`src/rtl/fpu_pkg.sv`:
```
// fpu_pkg: shared definitions for the FP execute-stage issue logic.
//   - selFPU operation codes as produced by the decoder
//   - issue FSM state encoding
//   - fixed FPU latencies and the latency lookup used by the issue
//     controller and the hazard unit
package fpu_pkg;

  localparam int CNT_W    = 5;
  localparam int LAT_ADD  = 3;
  localparam int LAT_MUL  = 4;
  localparam int LAT_DIV  = 12;
  localparam int LAT_SQRT = 16;

  localparam logic [4:0] FPU_ADD  = 5'd0;
  localparam logic [4:0] FPU_SUB  = 5'd1;
  localparam logic [4:0] FPU_MUL  = 5'd2;
  localparam logic [4:0] FPU_DIV  = 5'd3;
  localparam logic [4:0] FPU_SQRT = 5'd4;

  typedef enum logic [1:0] {
    IDLE = 2'd0,
    BUSY = 2'd1,
    DONE = 2'd2
  } fpu_state_t;

  // Cycles the FPU core needs for a given select. Moves, compares,
  // sign-injects and unlisted codes complete in a single cycle.
  function automatic logic [CNT_W-1:0] fpu_latency(input logic [4:0] sel);
    logic [CNT_W-1:0] lat;
    case (sel)
      FPU_ADD, FPU_SUB: lat = CNT_W'(LAT_ADD);
      FPU_MUL:          lat = CNT_W'(LAT_MUL);
      FPU_DIV:          lat = CNT_W'(LAT_DIV);
      FPU_SQRT:         lat = CNT_W'(LAT_SQRT);
      default:          lat = CNT_W'(1);
    endcase
    return lat;
  endfunction

endpackage

```
`src/rtl/fpu_issue_ctrl.sv`:
```
// fpu_issue_ctrl: execute-stage sequencer for multi-cycle FP operations.
// Accepts an FP op from E, launches the FPU core, counts its fixed latency
// on a down-counter, stalls F/D/E meanwhile, then produces a one-cycle
// FP register-file writeback strobe.
//
// Ports:
//   clk, reset           clock (rising edge), async active-high reset
//   op_valid             FP instruction present in E
//   selFPU[4:0]          FPU operation select from decoder
//   RegWriteF            instruction writes the FP register file
//   rdE[4:0]             destination register
//   flush                kill the E-stage instruction
//   fpu_start            one-cycle launch pulse to the FPU core
//   fpu_sel[4:0]         captured select, held for the whole operation
//   fpu_abort            one-cycle pulse when a BUSY op is flushed
//   stall                hold F/D/E stages
//   wb_valid, wb_we      result strobe and its register-write qualifier
//   wb_rd[4:0]           captured destination register
//   op_count[15:0]       completed-operation counter (wraps)
//
// state | meaning
// IDLE  | no op in flight; accept op_valid when not flushed
// BUSY  | FPU core running; cnt holds remaining cycles
// DONE  | result ready; writeback strobe, pipeline released this cycle
module fpu_issue_ctrl
  import fpu_pkg::*;
(
  input  logic       clk,
  input  logic       reset,
  input  logic       op_valid,
  input  logic [4:0] selFPU,
  input  logic       RegWriteF,
  input  logic [4:0] rdE,
  input  logic       flush,
  output logic       fpu_start,
  output logic [4:0] fpu_sel,
  output logic       fpu_abort,
  output logic       stall,
  output logic       wb_valid,
  output logic       wb_we,
  output logic [4:0] wb_rd,
  output logic [15:0] op_count
);

  fpu_state_t       r_state;
  fpu_state_t       w_next_state;
  logic [CNT_W-1:0] r_cnt;
  logic [4:0]       r_sel;
  logic             r_we;
  logic [4:0]       r_rd;
  logic [15:0]      r_op_count;
  logic             r_start;
  logic             r_abort;

  logic             w_accept;
  logic             w_done;

  assign w_accept = (r_state == IDLE) && op_valid && !flush;
  // A flush landing in DONE kills the writeback combinationally.
  assign w_done   = (r_state == DONE) && !flush;

  always_comb begin
    w_next_state = r_state;
    case (r_state)
      IDLE:    if (w_accept) w_next_state = BUSY;
      BUSY:    if (r_cnt <= CNT_W'(1)) w_next_state = DONE;
      DONE:    w_next_state = IDLE;
      default: w_next_state = IDLE;
    endcase
    if (flush) w_next_state = IDLE;
  end

  always_ff @(posedge clk or posedge reset) begin
    if (reset) begin
      r_state    <= IDLE;
      r_cnt      <= '0;
      r_sel      <= '0;
      r_we       <= 1'b0;
      r_rd       <= '0;
      r_op_count <= '0;
      r_start    <= 1'b0;
      r_abort    <= 1'b0;
    end else begin
      r_state <= w_next_state;
      r_start <= w_accept;
      r_abort <= flush && (r_state == BUSY);
      if (w_accept) begin
        r_cnt <= fpu_latency(selFPU);
        r_sel <= selFPU;
        r_we  <= RegWriteF;
        r_rd  <= rdE;
      end else if (r_state == BUSY) begin
        r_cnt <= r_cnt - CNT_W'(1);
      end
      if (w_done) r_op_count <= r_op_count + 16'd1;
    end
  end

  assign fpu_start = r_start;
  assign fpu_abort = r_abort;
  assign fpu_sel   = r_sel;
  assign wb_rd     = r_rd;
  assign op_count  = r_op_count;
  assign wb_valid  = w_done;
  assign wb_we     = w_done && r_we;
  // Gated by reset so the pipeline is released the instant reset rises.
  assign stall     = op_valid && (r_state != DONE) && !flush && !reset;

endmodule

```
`config.mk`:
```
export PLATFORM = sky130hd
export DESIGN_NAME = fpu_issue_ctrl
export DESIGN_NICKNAME = d
export VERILOG_FILES = /design/src/rtl/fpu_pkg.sv /design/src/rtl/fpu_issue_ctrl.sv
export SDC_FILE = /design/constraint.sdc
export NUM_CORES = 1
export LEC_CHECK = 0
export CORE_MARGIN = 1.5
export CORE_UTILIZATION = 53
export CTS_BUF_LIST = sky130_fd_sc_hd__clkbuf_2
export DETAILED_ROUTE_END_ITERATION = 7
export GPL_TIMING_DRIVEN = 1
export PLACE_DENSITY_LB_ADDON = 0.12
export SLEW_MARGIN = 0
export SYNTH_ARGS = -nofsm -noshare
export SYNTH_HDL_FRONTEND = slang
export SYNTH_SLANG_ARGS = --single-unit
export TNS_END_PERCENT = 100
```
`constraint.sdc`:
```
create_clock -name clk -period 3.6 [get_ports clk]
set_clock_uncertainty 0.2 [all_clocks]
set_input_delay 0.72 -clock clk [delete_from_list [all_inputs] [get_ports clk]]
set_output_delay 0.72 -clock clk [all_outputs]
set_load 0.02 [all_outputs]
```
==> results.toml <==
[clock_tree]
clockRootBuffer = "clkbuf_2"
clk_latency_ps = 380
cts_hold_buf = 0
clk_pin_slew_ps = 160
clock-sinks = 36
post-cts-setup-buffers = 0
cts_tree = "yes"
cts_buffer_depth = 2
cts_resized = 0
h-tree-depth = 2
cts_buffers = 5

[sta]
fmax_mhz = 306.6
slew_viol_final = 0
worst_pin_slew_ps = 653.3
slew_headroom_pct = 56.40
rsz0062_at_grt = "no"
fin_setup_tns_ps = 0
finalHoldViolCount = 0
period_needed_ps = 3262
layout_worst_path_cycle_share_pct = 90.60
finalSetupViolCount = 0

[global_route]
grt_pass1_vias = 1259
antenna_found_initial = 0
track_usage_pct = 22.89
grt-ovfl-total = 0
grt_max_degree = 20
grt_pass1_wl_mm = 5.768

[drt]
route.detailed.wl_per_inst_um = 14.31
vias_per_cell = 5.300
first_iter_violations = 75
num_vias = 1272
final_antenna_net_count = 0
firstDrtPassIters = 5
drc = 0
routed_wl_mm = 3.434

[cells_and_area]
area_delta_synth_final_pct = 31.99
final_nets = 225
multiInputGateArea_um2 = 701.9
final-seq-area_um2 = 900.9
layout_commonest_cell = "clkdlybuf4s50_1"
diodes = 0
drive_gt1_share_pct = 8.213
final_cell_mix = "clkdlybuf4s50_1, nand2_1, dfrtp_1"
final_cell_area_mm2 = 0.002173
nFillCells = 253

[logic_synthesis]
yosys.area.top_type = "dfrtp_1"
syn_area_per_cell_um2 = 10.62
synth.top_cell.area_share_pct = 54.71
synth_xor_area_share_pct = 10.49
synthAdderAreaFrac_pct = 2.280
synth-seq-area-share_pct = 54.71
synth-seq-cells = 36
synth_compound_area_share_pct = 2.812
synthSimpleGateAreaFrac_pct = 26.37
syn_inst = 155
ys_top_cells_by_area = "dfrtp_1, nand2_1, xnor2_1"
synth_top_family_by_area = "simple AND/OR/NAND/NOR gates"
yosysWarnings = 0
syn_nets = 173
synthMuxAreaShare_pct = 0.6839
synthDistinctLibCells = 35
netlist_area_mm2 = 0.001647

[pwr]
p_leak_nw = 1.033
power_density_mw_per_mm2 = 547.3
vdd_drop_max_mv = 0.3653

[die]
io_pins = 46
start_util_pct = 54.83
die_w_um = 58.74
rows = 20
dieArea_mm2 = 0.003450
core_region_area_mm2 = 0.003003
die_h_um = 58.74

[hold_path]
hold_class = "reg -> reg"

[placed_design]
place_area_mm2 = 0.002141
portBuffers = 45
place.gp.congestion = 0.8339
hpwl_mm = 2.572

[setup_path]
setup.worst_path.class = "in -> out"
worst-path-max-fanout = 5
critPathArrivalTime_ps = 2340
worstSetupEndpointType = "output pin"
worst_setup_path_start_kind = "input pin"
cp_data_required_time_ps = 2680

[flow_run]
cap_violations = 0

[run_status]
status = "completed"
final cells by class:
cell class	instances	area share, %
Multi-Input combinational cell	111	32.30
Sequential cell	36	41.45
Inverter	4	0.7484
Clock buffer	5	1.151
Tap cell	33	1.900
Clock inverter	2	0.3454
Timing Repair Buffer	49	22.11
routing by layer:
layer | part of all wire [%] | GRT usage [%]
met2 | 53 | 39.37
met3 | 6.1 | 7.253
met5 | 0 | 0
met1 | 38 | 25.50
met4 | 2.6 | 11.04
final timing paths:
path	cells past startpoint	startpoint	slack [ps]	to
max reg2reg	5	r_state[0]	1680	op_count[15]
min	2	fpu_sel[0]	300	fpu_sel[0]
max	4	flush	340	stall
max in group asynchronous	3	reset	2070	op_count[5]
min in group asynchronous	2	reset	530	r_state[1]
min reg2reg	2	fpu_sel[0]	300	fpu_sel[0]
power by group:
group	internal, mW	leakage [nW]	switching (mW)
sequential	0.498	0.474	0.0754
combinational	0.209	0.535	0.239
clock	0.0400	0.0239	0.128
total	0.747	1.03	0.443
cells in the mapped netlist:
| cell type | number |
|---|---|
| nand2_1 | 42 |
| dfrtp_1 | 36 |
| xnor2_1 | 13 |
| nand3_1 | 5 |
| nor2_1 | 5 |
| and3_1 | 4 |
| nand2b_1 | 4 |
| nor3_1 | 4 |
| ha_1 | 3 |
| inv_1 | 3 |
| nand4_1 | 3 |
| o21ai_0 | 3 |
| xor2_1 | 3 |
| a21oi_1 | 2 |
| and2_1 | 2 |
| and4_1 | 2 |
| nand4_4 | 2 |
| xnor2_2 | 2 |
| and2b_1 | 1 |
| buf_2 | 1 |
| buf_4 | 1 |
| buf_6 | 1 |
| clkbuf_1 | 1 |
| clkinv_2 | 1 |
| mux2_2 | 1 |
| nand3_2 | 1 |
| nand3b_1 | 1 |
| nor2b_1 | 1 |
| nor3b_4 | 1 |
| nor4_1 | 1 |
| nor4b_1 | 1 |
| o211ai_1 | 1 |
| o21ai_1 | 1 |
| o221ai_1 | 1 |
| or3_1 | 1 |
worst max-delay path, cell delays in order:
cell and delay (ps):
clkdlybuf4s50_1 500, nand2b_1 200, nor3_1 240, clkdlybuf4s50_1 670
sequential cells by signal, indices dropped and copies added, names as in the netlist:
name       count
fpu_start      1
r_we           1
op_count      16
fpu_sel        5
wb_rd          5
r_state        2
fpu_abort      1
r_cnt          5
kinds of logic after synthesis:
family          after synthesis
fa+ha+maj                     3
simple gates                 81
mux                           1
flops                        36
compound gates                8
buf+inv                       8
xor+xnor                     18
stage by stage:
stage	hold WS (ps)	cells	power, mW	util [%]	worst slack [ps]
floorplan	237.4	155	0.8241	-	1246
global placement	259.1	233	1.003	71.29	478.9
detailed placement	261.6	233	1.030	71.29	328.2
global route	320.1	240	1.263	72.38	212.4
CTS	300.5	240	1.199	72.38	307.5
finish	296.8	240	1.190	72.38	338.5
Power figures use the tool's default switching activity.
==> edit 1, RTL diff (config.mk and constraints unchanged) <==
Set the package constant `CNT_W` to 10 (it was 5).
--- a/src/rtl/fpu_pkg.sv
+++ b/src/rtl/fpu_pkg.sv
@@ -6,5 +6,5 @@
 package fpu_pkg;
 
-  localparam int CNT_W    = 5;
+  localparam int CNT_W    = 10;
   localparam int LAT_ADD  = 3;
   localparam int LAT_MUL  = 4;
Function: same outputs for any inputs over 10 cycles, from zero or initial values and one cycle with reset high; that may be too few to reach the edited logic, so the function may still have changed.
==> edit 1 against the unedited design <==
Wire length grew 15%; hold slack lost 0.00058 ns; via count grew 19%; sequential cell count grew 5; core utilization shrank 0.54 points; critical path depth is the same; area after synthesis grew 13%; total power grew 19%; design area grew 11%; first-iteration DRC count grew 11%; sequential power grew 18%; setup slack gained 0.071 ns.
==> edit 1: results (changes against the unedited design) <==
status: "finished, final reports clean"  # unchanged
rrSetupSlack_ns: 1.50  # was 1.68 ns
synth_top_area_share: 0.551  # was 0.547
vias: 1513  # was 1272
routed_wl_um: 3950  # was 3430 um
synth_common_cells: "dfrtp_1, nand2_1, nor2_1, xnor2_1, inv_1"  # was nand2_1, dfrtp_1, xnor2_1, nand3_1, nor2_1
gp_congestion: 0.816  # was 0.834
leakagePower_nw: 1.12  # was 1.03 nW
hold_depth: 1  # was 2
dp.cells: 276  # was 233
pre_cts_slack_ns: 0.399  # was 0.328 ns
layout-drive-gt1-share: 0.0798  # was 0.0821
synth_area_per_cell_sq_um: 9.96  # was 10.6 sq um
nNetsFinal: 255  # was 225
yosysSeqAreaShare: 0.551  # was 0.547
ir_drop_mv: 0.356  # was 0.365 mV
drt_iter0_markers: 83  # was 75
path_max_fanout: 4  # was 5
grt_usage: 0.224  # was 0.229
synth_cell_types: 34  # was 35
worstSkewPairLatency_ns: 0.41  # was 0.38 ns
slew_headroom: 0.380  # was 0.564
r2r_cells: 4  # was 5
cts.clk_slew.worst_paths_ns: 0.19  # was 0.16 ns
grt_max_degree: 26  # was 20
grt_first_pass_wirelength_um: 6690  # was 5770 um
dp_hpwl_um: 2960  # was 2570 um
crit_path_max_incr_delay_ns: 0.64  # was 0.67 ns
## edit 1: through the flow
step                 util  hold WS, ns
finish              0.718        0.296
global route        0.718        0.329
CTS                 0.718        0.307
detailed placement  0.706        0.266
global placement    0.706        0.259
floorplan               -        0.237
## edit 1: report_power, final
group / total, W / internal [W] / switching, W
logic: 0.000546 / 0.000257 / 0.000289
registers: 0.000679 / 0.000576 / 0.000102
clock network: 0.000194 / 0.0000453 / 0.000149
total: 0.00142 / 0.000879 / 0.000540
## edit 1: final cells by class
class	count	area (sq um)
clock buffers	5	25.0
clock inverters	3	17.5
fillers	286	947
inverters	9	33.8
multi-input cells	131	776
flip-flops and latches	41	1030
well taps	46	57.6
repair buffers	49	480
## edit 1: critical path, delay by kind of cell
kind	cells	cell delay, ns
AOI/OAI and AO/OA	1	0.18
buffers and inverters	2	1.15
and+or+nand+nor	1	0.23
## edit 1: cells by family after synthesis
logic type               synth area share
AND/OR/NAND/NOR                     0.237
flip-flops                          0.551
XOR/XNOR                           0.0893
AO/OA/AOI/OAI                      0.0578
buffers and inverters              0.0329
adder cells (fa/ha/maj)            0.0201
multiplexers                       0.0121
## edit 1: final timing paths
check | start | endpoint
max in group asynchronous | reset | fpu_sel[2]
worst max-delay path | flush | stall
worst min register to register | op_count[15] | op_count[15]
worst min-delay path | op_count[15] | op_count[15]
min in group asynchronous | reset | op_count[7]
worst max register to register | r_state[0] | r_cnt[8]
## edit 1: per-layer routing
metal  part of all wire  vias up  track usage  wire [um]
met5                  0        -            0          0
met4              0.010        0       0.0639         41
met3              0.043        4       0.0743        171
met2               0.52       42        0.401       2050
met1               0.43      745        0.255       1700
li1                   -      722            -          -
==> edit 2, RTL diff (config.mk and constraints unchanged) <==
Made on the original files. Re-encode `fpu_state_t` (3 states) as one-hot, 3 bits wide.
--- a/src/rtl/fpu_pkg.sv
+++ b/src/rtl/fpu_pkg.sv
@@ -18,8 +18,8 @@
   localparam logic [4:0] FPU_SQRT = 5'd4;
 
-  typedef enum logic [1:0] {
-    IDLE = 2'd0,
-    BUSY = 2'd1,
-    DONE = 2'd2
+  typedef enum logic [2:0] {
+    IDLE = 3'b001,
+    BUSY = 3'b010,
+    DONE = 3'b100
   } fpu_state_t;
 
Check against the original RTL: same outputs for any inputs over 10 cycles, from zero or initial values and one cycle with reset high; not proved beyond that.
==> edit 2 against the unedited design <==
Sequential cell count rose by 1; wire length is 4.2% lower; non-clock buffer count down 1; area after synthesis up 0.76%; design area is 0.92% higher; setup slack got worse by 0.11 ns; die area up 0.72%; critical endpoint is now wb_we.
Power is not compared: it rests on default switching activity, and its combinational part moved more than twofold at a synthesized area within 25%.
==> edit 2: results (changes against the unedited design) <==
synth_common_cells: "nand2_1, dfrtp_1, xnor2_1, nor2_1"  # was nand2_1, dfrtp_1, xnor2_1, nand3_1, nor2_1
yosysSeqAreaShare: 0.559  # was 0.547
slew_headroom: 0.469  # was 0.564
hold_depth: 1  # was 2
synth-adder-area-share: 0.0226  # was 0.0228
gp_congestion: 0.810  # was 0.834
htree_levels: 2  # unchanged
synth_area_per_cell_sq_um: 10.5  # was 10.6 sq um
timing.rr.end: "r_cnt[4]"  # was op_count[15]
fill_cells: 235  # was 253
pre_cts_slack_ns: 0.246  # was 0.328 ns
dp_hpwl_um: 2440  # was 2570 um
grt_usage: 0.212  # was 0.229
grt_max_degree: 23  # was 20
nNetsFinal: 227  # was 225
dr.pass1.iters: 6  # was 5
holdPathEnd: "op_count[15]"  # was fpu_sel[0]
switchingPower_w: 0.000260
path_max_fanout: 11  # was 5
synthMuxAreaShare: 0.0128  # was 0.00684
r2r-start: "r_state[1]"  # was r_state[0]
synth-xor-area-share: 0.0897  # was 0.105
drt-wirelength-per-cell_um: 13.5  # was 14.3 um
synth_cell_types: 38  # was 35
crit_path_max_incr_delay_ns: 0.60  # was 0.67 ns
power_frac_seq: 0.565
drt_iter0_markers: 62  # was 75
rrSetupSlack_ns: 1.57  # was 1.68 ns
cts.clk_slew.worst_paths_ns: 0.19  # was 0.16 ns
drt-vias-per-instance: 5.43  # was 5.30
syn-num-nets: 176  # was 173
synth_compound_area_frac: 0.0490  # was 0.0281
grt_pass1_vias: 1271  # was 1259
holdCritStartpoint: "op_count[15]"  # was fpu_sel[0]
status: "finished, final reports clean"  # unchanged
layout-drive-gt1-share: 0.0952  # was 0.0821
cp.arrival_ns: 2.45  # was 2.34 ns
edit 2: stage by stage:
step / hold WS, ns / util / area (sq um) / total power (W)
finish: 0.285 / 0.730 / 2190 / 0.000861
global route: 0.311 / 0.730 / 2190 / 0.000907
CTS: 0.289 / 0.730 / 2190 / 0.000872
detailed placement: 0.261 / 0.717 / 2150 / 0.000687
global placement: 0.250 / 0.717 / 2150 / 0.000681
floorplan: 0.237 / - / 1660 / 0.000597
edit 2: how the worst max path moves through the flow:
stage | startpoint | to | slack (ns) | cells after the start
2_1_floorplan | reset | stall | 0.84 | 1
3_3_place_gp | flush | wb_we | 0.26 | 5
3_5_place_dp | flush | wb_we | 0.25 | 5
4_1_cts | flush | wb_we | 0.23 | 5
5_1_grt | flush | wb_we | 0.17 | 5
6_report | flush | wb_we | 0.23 | 5
edit 2: area by class of cell:
class / instances / area share
clock buffers: 6 / 0.0137
well taps: 33 / 0.0188
multi-input cells: 110 / 0.313
inverters: 7 / 0.0120
flip-flops and latches: 37 / 0.423
clock inverters: 2 / 0.00456
repair buffers: 48 / 0.216
edit 2: cells by family (layout without fill, tap and decap cells):
kind of cell | Yosys count | after routing
xor gates and xnor gates | 17 | 17
muxes | 2 | 2
AOI/OAI and AO/OA | 11 | 11
buffers and inverters | 11 | 63
DFF | 37 | 37
and+or+nand+nor | 77 | 77
adders and majority gates | 3 | 3
edit 2: layer usage:
| layer | track usage | part of all wire | up-vias |
|---|---|---|---|
| li1 | - | - | 636 |
| met1 | 0.238 | 0.43 | 636 |
| met2 | 0.363 | 0.49 | 41 |
| met3 | 0.0769 | 0.065 | 7 |
| met4 | 0.0909 | 0.019 | 0 |
| met5 | 0 | 0 | - |
edit 2: critical path, delay by kind of cell:
family	cells	cell delay, ns
buffers and inverters	3	1.33
and+or+nand+nor	2	0.40
